## config.mk

```make
export PLATFORM = sky130hd
export DESIGN_NAME = scan_decoder
export DESIGN_NICKNAME = d
export VERILOG_FILES = /design/src/rtl/scan_decoder.sv
export SDC_FILE = /design/constraint.sdc
export NUM_CORES = 1
export LEC_CHECK = 0
export CORE_AREA = 2 2 39 41
export CTS_BUF_LIST = sky130_fd_sc_hd__clkbuf_2 sky130_fd_sc_hd__clkbuf_4 sky130_fd_sc_hd__clkbuf_8
export DETAILED_ROUTE_END_ITERATION = 8
export DIE_AREA = 0 0 41 43
export PLACE_DENSITY = 0.6
export SLEW_MARGIN = 20
export SYNTH_ARGS = -nofsm -noshare
export SYNTH_HDL_FRONTEND = slang
export SYNTH_SLANG_ARGS = --single-unit
```

## constraint.sdc

```tcl
create_clock -name clk -period 4.2 [get_ports clk]
set_clock_uncertainty 0.1 [all_clocks]
set_input_delay 1.05 -clock clk [delete_from_list [all_inputs] [get_ports clk]]
set_output_delay 1.05 -clock clk [all_outputs]
set_load 0.05 [all_outputs]
```

## src/rtl/scan_decoder.sv

```systemverilog
`default_nettype none
// ============================================================================
// scan_decoder : registered N-to-2^N one-hot decoder with direct and scan modes
// Rev 1.0
// ============================================================================
module scan_decoder #(
    parameter int N     = 2,
    parameter int DWELL = 4
) (
    input  logic                clk,
    input  logic                rst,
    input  logic                E,
    input  logic                mode,
    input  logic [N-1:0]        A,
    input  logic                load,
    output logic [(1<<N)-1:0]   Y,
    output logic [N-1:0]        idx,
    output logic                wrap
);

    localparam int c_W  = 1 << N;
    localparam int c_DW = (DWELL > 1) ? $clog2(DWELL) : 1;

    localparam logic [c_W-1:0]  c_ONE        = {{(c_W-1){1'b0}}, 1'b1};
    localparam logic [c_DW-1:0] c_DWELL_LAST = c_DW'(DWELL - 1);

    logic [N-1:0]    idx_q,   idx_d;
    logic [c_DW-1:0] dwell_q, dwell_d;
    logic [c_W-1:0]  y_q,     y_d;
    logic            wrap_q,  wrap_d;
    logic [N-1:0]    idx_inc;

    assign idx_inc = idx_q + N'(1);

    always_comb begin
        idx_d   = idx_q;
        dwell_d = dwell_q;
        y_d     = y_q;
        wrap_d  = 1'b0;
        if (!E) begin
            // idx and dwell stay frozen so scanning resumes in place
            y_d = '0;
        end else if (!mode || load) begin
            idx_d   = A;
            dwell_d = '0;
            y_d     = c_ONE << A;
        end else if (dwell_q == c_DWELL_LAST) begin
            idx_d   = idx_inc;
            dwell_d = '0;
            y_d     = c_ONE << idx_inc;
            wrap_d  = (idx_q == {N{1'b1}});
        end else begin
            dwell_d = dwell_q + c_DW'(1);
            y_d     = c_ONE << idx_q;
        end
    end

    always_ff @(posedge clk or posedge rst) begin
        if (rst) begin
            idx_q   <= '0;
            dwell_q <= '0;
            y_q     <= '0;
            wrap_q  <= 1'b0;
        end else begin
            idx_q   <= idx_d;
            dwell_q <= dwell_d;
            y_q     <= y_d;
            wrap_q  <= wrap_d;
        end
    end

    assign Y    = y_q;
    assign idx  = idx_q;
    assign wrap = wrap_q;

endmodule
`default_nettype wire

```

==> reports/qor.log <==
INFO  sta            shortest_clock_period_the_worst_path_allows_after_layout=2.67ns
INFO  clocking       cts_sink_cnt=9
INFO  synth          post_synth_and_or_nand_nor_area_fraction=0.135
INFO  route          detailedRoute.firstIterationViolations=11
INFO  critical_path  worstSetupEndpointType=output pin
INFO  synth          synth.largest_area_cell=dfrtp_1
INFO  flow_run       max_cap_violations=0
INFO  critical_path  r2r.worst_path.cells=4
INFO  sta            slew_violations=0
INFO  synth          synthesized_area_per_cell=11.8um^2
INFO  clocking       cts_setup_buffers=0
INFO  power_and_ir_drop power_leakage=0.300nW
INFO  power_and_ir_drop power_per_cell_area=360mW/mm^2
INFO  synth          synth_commonest_cells=dfrtp_1, ha_1, inv_1
INFO  grt            grt_overflow=0
INFO  sta            slew_headroom=0.669
INFO  sta            rsz0062_at_grt=false
INFO  hold_path      min_path_cells=1
INFO  synth          post_synth_xor_area_fraction=0.0185
INFO  outcome        run_status=complete, no violations
INFO  placement      post-dp-hpwl=606um
INFO  grt            first_global_vias=304
INFO  route          wl_per_cell=11.3um
INFO  floorplanning  area_of_the_die=0.00176mm^2
INFO  synth          synthMostInstantiatedCell=dfrtp_1
INFO  route          via_per_inst=4.75
INFO  clocking       cts_buffer_depth=2
INFO  critical_path  critical_path.reg2reg.startpoint=idx[0]
INFO  synth          synth_edf_count=0
INFO  sta            timing_hold_violations_final=0
INFO  finish         stdcell_area=638um^2
INFO  synth          post_synth_fa_ha_maj_area_fraction=0.0794
INFO  clocking       clkTransAtPathRegs=0.06ns
INFO  route          wirelength=802um
INFO  finish         drive_gt1_frac=0.164
INFO  floorplanning  start_util=0.342
INFO  finish         fin_cells=71
INFO  critical_path  path_delay_family=buffers and inverters
INFO  clocking       cts.htree.levels=1
INFO  clocking       post_cts_hold_buffer_count=0
INFO  critical_path  critical_path_class=flip-flop to output pin
INFO  synth          synthesis.nets=50
INFO  critical_path  critical_path.startpoint=idx[0]
INFO  sta            totalNegativeSetupSlack=0ns
INFO  floorplanning  num_rows=14
INFO  sta            worst-slew-pin-transition=0.495ns
INFO  synth          synth_warnings=0
INFO  finish         area_delta_synth_final=34.9%
INFO  placement      dp_cells=67
INFO  critical_path  timing.critical_path.buf_inv=1
INFO  synth          yosys-top-cells-area=dfrtp_1, ha_1, mux2_4
INFO  clocking       numCtsBuffers=3
INFO  finish         diodes=0
INFO  grt            wire_length_of_the_first_global_routing_pass=1.31mm
INFO  route          antenna_left=0
INFO  critical_path  worst_path_max_delay_cell=clkdlybuf4s50_1
INFO  sta            layout_worst_path_cycle_share=0.635
INFO  finish         nNetsFinal=66
INFO  synth          dominantRegCellSynth=dfrtp_1
INFO  placement      port-buffer-count=13
INFO  sta            hold_ws=0.436ns
INFO  floorplanning  core-area=0.00138mm^2
INFO  critical_path  max_stage_delay=0.83ns
INFO  synth          post_synth_mux_area_share=0.138
INFO  route          drc=0
INFO  synth          synth.yosys.seq_area_share=0.476
INFO  floorplanning  die_height=43um
INFO  grt            grt_max_degree=10
INFO  critical_path  maximum_fanout_count_along_the_critical_path=5
INFO  critical_path  worst-endpoint-required=3.05ns
INFO  sta            max_clock_freq=375MHz
INFO  critical_path  cp_cell_sequence=clkdlybuf4s50_1
INFO  clocking       worst_skew_pair.late_latency=0.25ns
INFO  synth          yosys_register_bits=9
INFO  grt            initial_antenna_violation_count=0
INFO  floorplanning  floorplan.die.width=41um
INFO  clocking       clk_root_buf=clkbuf_4
INFO  sta            finalSetupViolCount=0
INFO  synth          mappedNetlistArea=473um^2
INFO  synth          post_synthesis_async_set_or_reset_flop_share=1.00
INFO  route          detailroute.via_count=337
INFO  finish         final_util=0.461
INFO  grt            global_route.usage.total=0.112
INFO  synth          synth_top_family_by_area=multiplexers
INFO  placement      place_area=608um^2
INFO  critical_path  crit_arrival=1.52ns
INFO  power_and_ir_drop worst_ir_drop_vdd=0.213mV
INFO  synth          yosys.area.top_type_share=0.476
INFO  clocking       cts_resized=0
INFO  synth          synth_cell_type_count=22
INFO  synth          synthesized_instance_count=40
INFO  route          drt_first_pass_iters=3
INFO  hold_path      min-delay-start=dwell_q[1]
INFO  placement      gp_congestion=0.710
INFO  hold_path      holdCritPathClass=flip-flop to flip-flop
INFO  critical_path  timing.critical_path.depth=1
INFO  floorplanning  io-pin-count=14
INFO  critical_path  worstSetupStartpointType=flip-flop
INFO  synth          synth_compound_gate_area_share=0.0979
INFO  clocking       tritoncts=done
power breakdown:
group / switching, W / internal (W)
Sequential: 0.00000513 / 0.0000928
Combinational: 0.0000331 / 0.0000265
Clock: 0.0000291 / 0.0000430
Total: 0.0000673 / 0.000162
layer usage:
metal  track usage  part of all wire
met1         0.158              0.49
met2         0.150              0.45
met3        0.0314             0.065
met4        0.0600                 0
met5             0                 0
final timing paths:
path	endpoint	slack (ns)
setup / recovery	idx[0]	1.53
hold / removal	dwell_q[1]	0.44
setup reg to reg	Y[2]	2.52
hold reg to reg	dwell_q[1]	0.44
max in group asynchronous	idx[1]	2.79
min in group asynchronous	dwell_q[1]	0.95
per-stage QoR:
| stage | total power, W | worst slack (ns) |
|---|---|---|
| 6_report | 0.000230 | 1.53 |
| 5_1_grt | 0.000240 | 1.48 |
| 4_1_cts | 0.000232 | 1.52 |
| 3_5_place_dp | 0.000159 | 1.49 |
| 3_3_place_gp | 0.000159 | 1.52 |
| 2_1_floorplan | 0.000140 | 2.21 |
cell usage in the layout (no fill, tap or decap), drive strengths merged:
cell type and n:
a2bb2oi 2, o2bb2ai 1, clkbuf 4, nor2 1
nor2b 1, nand2b 1, ha 3, nand2 2
dfrtp 9, nor3 3, o22ai 2, mux2 3
nand3b 1, xor2 1, clkdlybuf4s50 13, inv 3
mux2i 2, and3 2, o21a 1
sequential cells by signal, indices dropped and copies added (netlist names):
name and count:
Y 4, dwell_q 2, idx 2, wrap 1
kinds of logic (layout without fill, tap and decap cells):
kind of cell / count (synthesis) / count (layout)
simple gates: 11 / 11
flops: 9 / 9
compound gates: 6 / 6
mux: 5 / 5
buf+inv: 5 / 20
fa+ha+maj: 3 / 3
xor+xnor: 1 / 1
cell type report:
class	count	area, um^2
clock buffer	4	30.0
fill	137	746
tap	16	20.0
inverter	3	11.3
timing repair buffer	13	130
multi-input combinational	26	221
sequential	9	225
(Power assumes the default switching activity.)
==> patch 1, RTL diff (config.mk and constraints unchanged) <==
Set the parameter `N` to 1 (it was 2). Comments in the files are not updated.
--- a/src/rtl/scan_decoder.sv
+++ b/src/rtl/scan_decoder.sv
@@ -4,7 +4,7 @@
 // Rev 1.0
 // ============================================================================
 module scan_decoder #(
-    parameter int N     = 2,
+    parameter int N     = 1,
     parameter int DWELL = 4
 ) (
     input  logic                clk,
Interface: changed (resized A, Y and idx); port bits go from 14 to 10. The function was not compared with the original's and may differ.
==> patch 1 against the original RTL <==
  * Setup slack better by 0.082 ns
  * Routed wire length down 41%
  * Sequential cell count down 3
  * Via count decreased by 34%
  * Cell area decreased by 34%
  * Total power is 36% lower
  * Register-to-register slack better by 0.28 ns
  * Area after synthesis decreased by 39%
==> patch 1: results (changes against the original RTL) <==
[sta]
finalHoldWorstSlack_ns = 0.418  ; -0.0185 ns
tightest_slew_ns = 0.493  ; -0.00133 ns

[yosys]
synth_mux_area_share_pct = 6.90  ; -6.9 points
synth_seq_area_share_pct = 51.7  ; +4.1 points
synth_compound_area_share_pct = 7.76  ; -2.0 points
synth_xor_area_share_pct = 3.02  ; +1.2 points
yosys_warnings = 0  ; unchanged
syn_inst = 27  ; -33%
synth_commonest_cells = 6 x dfrtp_1, 3 x inv_1, 3 x nand2_1
ys_types = 14  ; -36%
synth_fp_nets = 35  ; -30%
synthAdderAreaFrac_pct = 8.62  ; +0.68 points
synth_area_leaders = dfrtp_1 52%, ha_1 8.6%, mux2i_1 6.9%

[pwr]
power.internal_mw = 0.108  ; -34%
p_leak_nw = 0.196  ; -35%
ir_drop_mv = 0.179  ; -16%

[critical_path]
r2r_start = dwell_q[0]$_DFFE_PP0P_
r2r_slack_ns = 2.80  ; +0.28 ns
setup.worst_path.end = idx
critPathLaunch = idx$_DFFE_PP0P_
timing.rr.end = idx$_DFFE_PP0P_
worstPathArrival_ns = 1.44  ; -0.08 ns
cpPeakStageDelay_ns = 0.81  ; -0.02 ns
crit_fanout = 4  ; -1
rr_worst_depth = 4  ; unchanged

[grt]
grt_pass1_wl_microns = 848  ; -35%
grt_max_degree = 8  ; -2
grt_pass1_vias = 211  ; -31%
grt_usage_pct = 7.78  ; -3.5 points

[clock_tree]
path_clk_slew_ns = 0.04  ; -0.02 ns
cts_sinks = 6  ; -3
cts_max_path_buffers = 2  ; unchanged

[final_layout]
multi_input_gates = 18  ; -31%
n_all_buffers = 9  ; -4
layout.nonclk_buf_share_pct = 21.3  ; +0.91 points
regArea_sq_um = 150  ; -33%
clk_share_pct = 5.33  ; +0.62 points
num-clock-buffers = 3  ; -1
multiInputGateArea_sq_um = 129  ; -42%
nNetsFinal = 49  ; -26%
fillerInstances = 149  ; +8.8%
stdcell_count = 55  ; -23%
final_layout_size_suffix_gt1_share_pct = 10.3  ; -6.1 points

[worst_hold_path]
min_from = dwell_q[0]$_DFFE_PP0P_
worstHoldEndpoint = dwell_q[0]$_DFFE_PP0P_

[routing]
drtIter0Drc = 4  ; -7
m1WireLength_microns = 201  ; -49%
routed_wl_microns = 473  ; -41%
num_vias = 223  ; -34%
wl_met3_microns = 60  ; +15%
dr_wl_met2_microns = 211  ; -41%

[placement]
dp_cells = 52  ; -22%
port-buffer-count = 9  ; -4
hpwl_microns = 386  ; -36%
gp_congestion = 0.719  ; +1.3%

[outcome]
outcome = finished clean

-- patch 1: through the flow --
step	power, mW	setup WS (ns)	instance area (sq um)	util (%)
2_1_floorplan	0.0842	2.39	290	-
3_3_place_gp	0.0969	1.87	400	28.9
3_5_place_dp	0.0973	1.86	400	28.9
4_1_cts	0.151	1.59	423	30.6
5_1_grt	0.158	1.56	423	30.6
6_report	0.148	1.61	423	30.6
-- patch 1: power by group through the flow --
stage / Combinational (mW) / Sequential, mW / Clock [mW]
4_1_cts: 0.0315 / 0.0650 / 0.0550
5_1_grt: 0.0340 / 0.0654 / 0.0589
6_report: 0.0309 / 0.0649 / 0.0518
3_3_place_gp: 0.0312 / 0.0657 / 0
2_1_floorplan: 0.00902 / 0.0751 / 0
3_5_place_dp: 0.0314 / 0.0659 / 0
-- patch 1: metal layers --
layer | GRT usage (%) | vias up
met5 | 0 | -
met4 | 4.00 | 0
met3 | 6.28 | 0
met2 | 9.38 | 11
met1 | 9.51 | 96
li1 | - | 116
==> patch 2, RTL diff (same settings) <==
Without the edit above. Take the reset off `y_q` and load it in a clocked block of its own.
--- a/src/rtl/scan_decoder.sv
+++ b/src/rtl/scan_decoder.sv
@@ -59,14 +59,16 @@
         if (rst) begin
             idx_q   <= '0;
             dwell_q <= '0;
-            y_q     <= '0;
             wrap_q  <= 1'b0;
         end else begin
             idx_q   <= idx_d;
             dwell_q <= dwell_d;
-            y_q     <= y_d;
             wrap_q  <= wrap_d;
         end
+    end
+
+    always_ff @(posedge clk) begin
+        y_q <= y_d;
     end
 
     assign Y    = y_q;
Function: changed (Yosys sat finds a counterexample within 4 cycles, from zero or initial values and one cycle with rst high).
==> patch 2 against the original RTL <==
  * Non-clock buffer count did not move
  * Die area unchanged
  * Synthesized cell count unchanged
  * Setup slack better by 0.019 ns
  * Area after synthesis fell by 1.3%
  * Critical path depth is the same
  * Clock power down 0.7%
  * Critical endpoint unchanged
  * Routed wire length is 4.5% lower
  * Sequential cell count unchanged
  * Total power down 0.20%
  * Cell area down 0.98%
==> patch 2: results (changes against the original RTL) <==
[outcome]
outcome = finished clean

[routing]
avgViaCountPerCell = 4.61  ; -3.0%
drtIter0Drc = 1  ; -10
dr.pass1.iters = 2  ; -1
routedWlPerCell_microns = 10.8  ; -4.5%

[placement]
port-buffer-count = 13  ; unchanged
gp_congestion = 0.691  ; -2.6%
place_ws_ns = 1.69  ; +0.197 ns
hpwl_microns = 639  ; +5.5%

[critical_path]
cpPeakStageDelay_ns = 0.83  ; about the same
crit_fanout = 5  ; unchanged
worstPathArrival_ns = 1.50  ; -0.02 ns

[clock_tree]
cts_resized = 0  ; unchanged
postCtsSetupBuffers = 0  ; unchanged
clock_latency_ns = 0.26

[grt]
grt_pass1_vias = 317  ; +4.3%
grt_antenna_before_repair = 0  ; unchanged
grt_pass1_wl_mm = 1.30  ; -0.53%
grt_usage_pct = 11.8  ; +0.60 points

[yosys]
synth_seq_area_share_pct = 44.0  ; -3.7 points
async_flop_share_pct = 55.6  ; -44 points
synth_fp_nets = 50  ; unchanged
ys_types = 22  ; unchanged
synth_commonest_cells = 5 x dfrtp_1, 4 x dfxtp_1, 3 x ha_1, 3 x inv_1, 3 x nor3_1
synth_area_leaders = dfrtp_1 27%, dfxtp_1 17%, ha_1 8.0%

[pwr]
p_leak_nw = 0.284  ; -5.2%
ir_drop_mv = 0.201  ; -5.5%

[final_layout]
final_layout_size_suffix_gt1_share_pct = 18.2  ; +1.8 points
largest_reg_flops = 4  ; unchanged
diodes = 0  ; unchanged

[sta]
tightest_slew_ns = 0.492  ; -0.00277 ns

patch 2: kinds of logic after synthesis:
kind of cell    synth area share (%)
compound gates                  9.92
xor+xnor                        1.88
fa+ha+maj                       8.04
buf+inv                         5.63
flops                           44.0
mux                             15.8
simple gates                    14.7
patch 2: metal layers:
metal / share of wire [%] / GRT usage, % / vias to the layer above
met3: 11 / 9.95 / 5
met1: 42 / 14.1 / 143
met2: 44 / 14.4 / 11
met4: 3.1 / 6.00 / 0
li1: - / - / 168
met5: 0 / 0 / -
patch 2: where the power goes:
group,leakage (nW),total (mW),internal [mW],switching (mW)
Clock,0.0184,0.0716,0.0430,0.0287
Sequential,0.0959,0.0972,0.0924,0.00474
Combinational,0.170,0.0604,0.0279,0.0326
Total,0.284,0.229,0.163,0.0660
patch 2: metrics by stage:
| step | area [sq um] | cells | total power [mW] | hold WS, ns |
|---|---|---|---|---|
| 6_report | 632 | 71 | 0.229 | 0.440 |
| 5_1_grt | 632 | 71 | 0.242 | 0.483 |
| 4_1_cts | 632 | 71 | 0.233 | 0.446 |
| 3_5_place_dp | 602 | 67 | 0.160 | 0.433 |
| 3_3_place_gp | 602 | 67 | 0.160 | 0.422 |
| 2_1_floorplan | 467 | 40 | 0.141 | 0.385 |
patch 2: layout make-up:
| class | instances | area (sq um) |
|---|---|---|
| fill | 144 | 752 |
| multi-input combinational | 26 | 235 |
| sequential | 9 | 205 |
| timing repair buffer | 13 | 130 |
| clock buffer | 4 | 30.0 |
| tap | 16 | 20.0 |
| inverter | 3 | 11.3 |
patch 2: worst paths after layout:
| path | from | cells after the start | to | slack (ns) |
|---|---|---|---|---|
| hold / removal | dwell_q[1]$_DFFE_PP0P_ | 1 | dwell_q[1]$_DFFE_PP0P_ | 0.44 |
| max in group asynchronous | rst | 2 | idx[1]$_DFFE_PP0P_ | 2.97 |
| min in group asynchronous | rst | 2 | idx[0]$_DFFE_PP0P_ | 0.88 |
| setup reg to reg | idx[0]$_DFFE_PP0P_ | 4 | Y[1]$_SDFF_PP0_ | 2.69 |
| hold reg to reg | dwell_q[1]$_DFFE_PP0P_ | 1 | dwell_q[1]$_DFFE_PP0P_ | 0.44 |
| setup / recovery | idx[0]$_DFFE_PP0P_ | 1 | idx[0] | 1.55 |
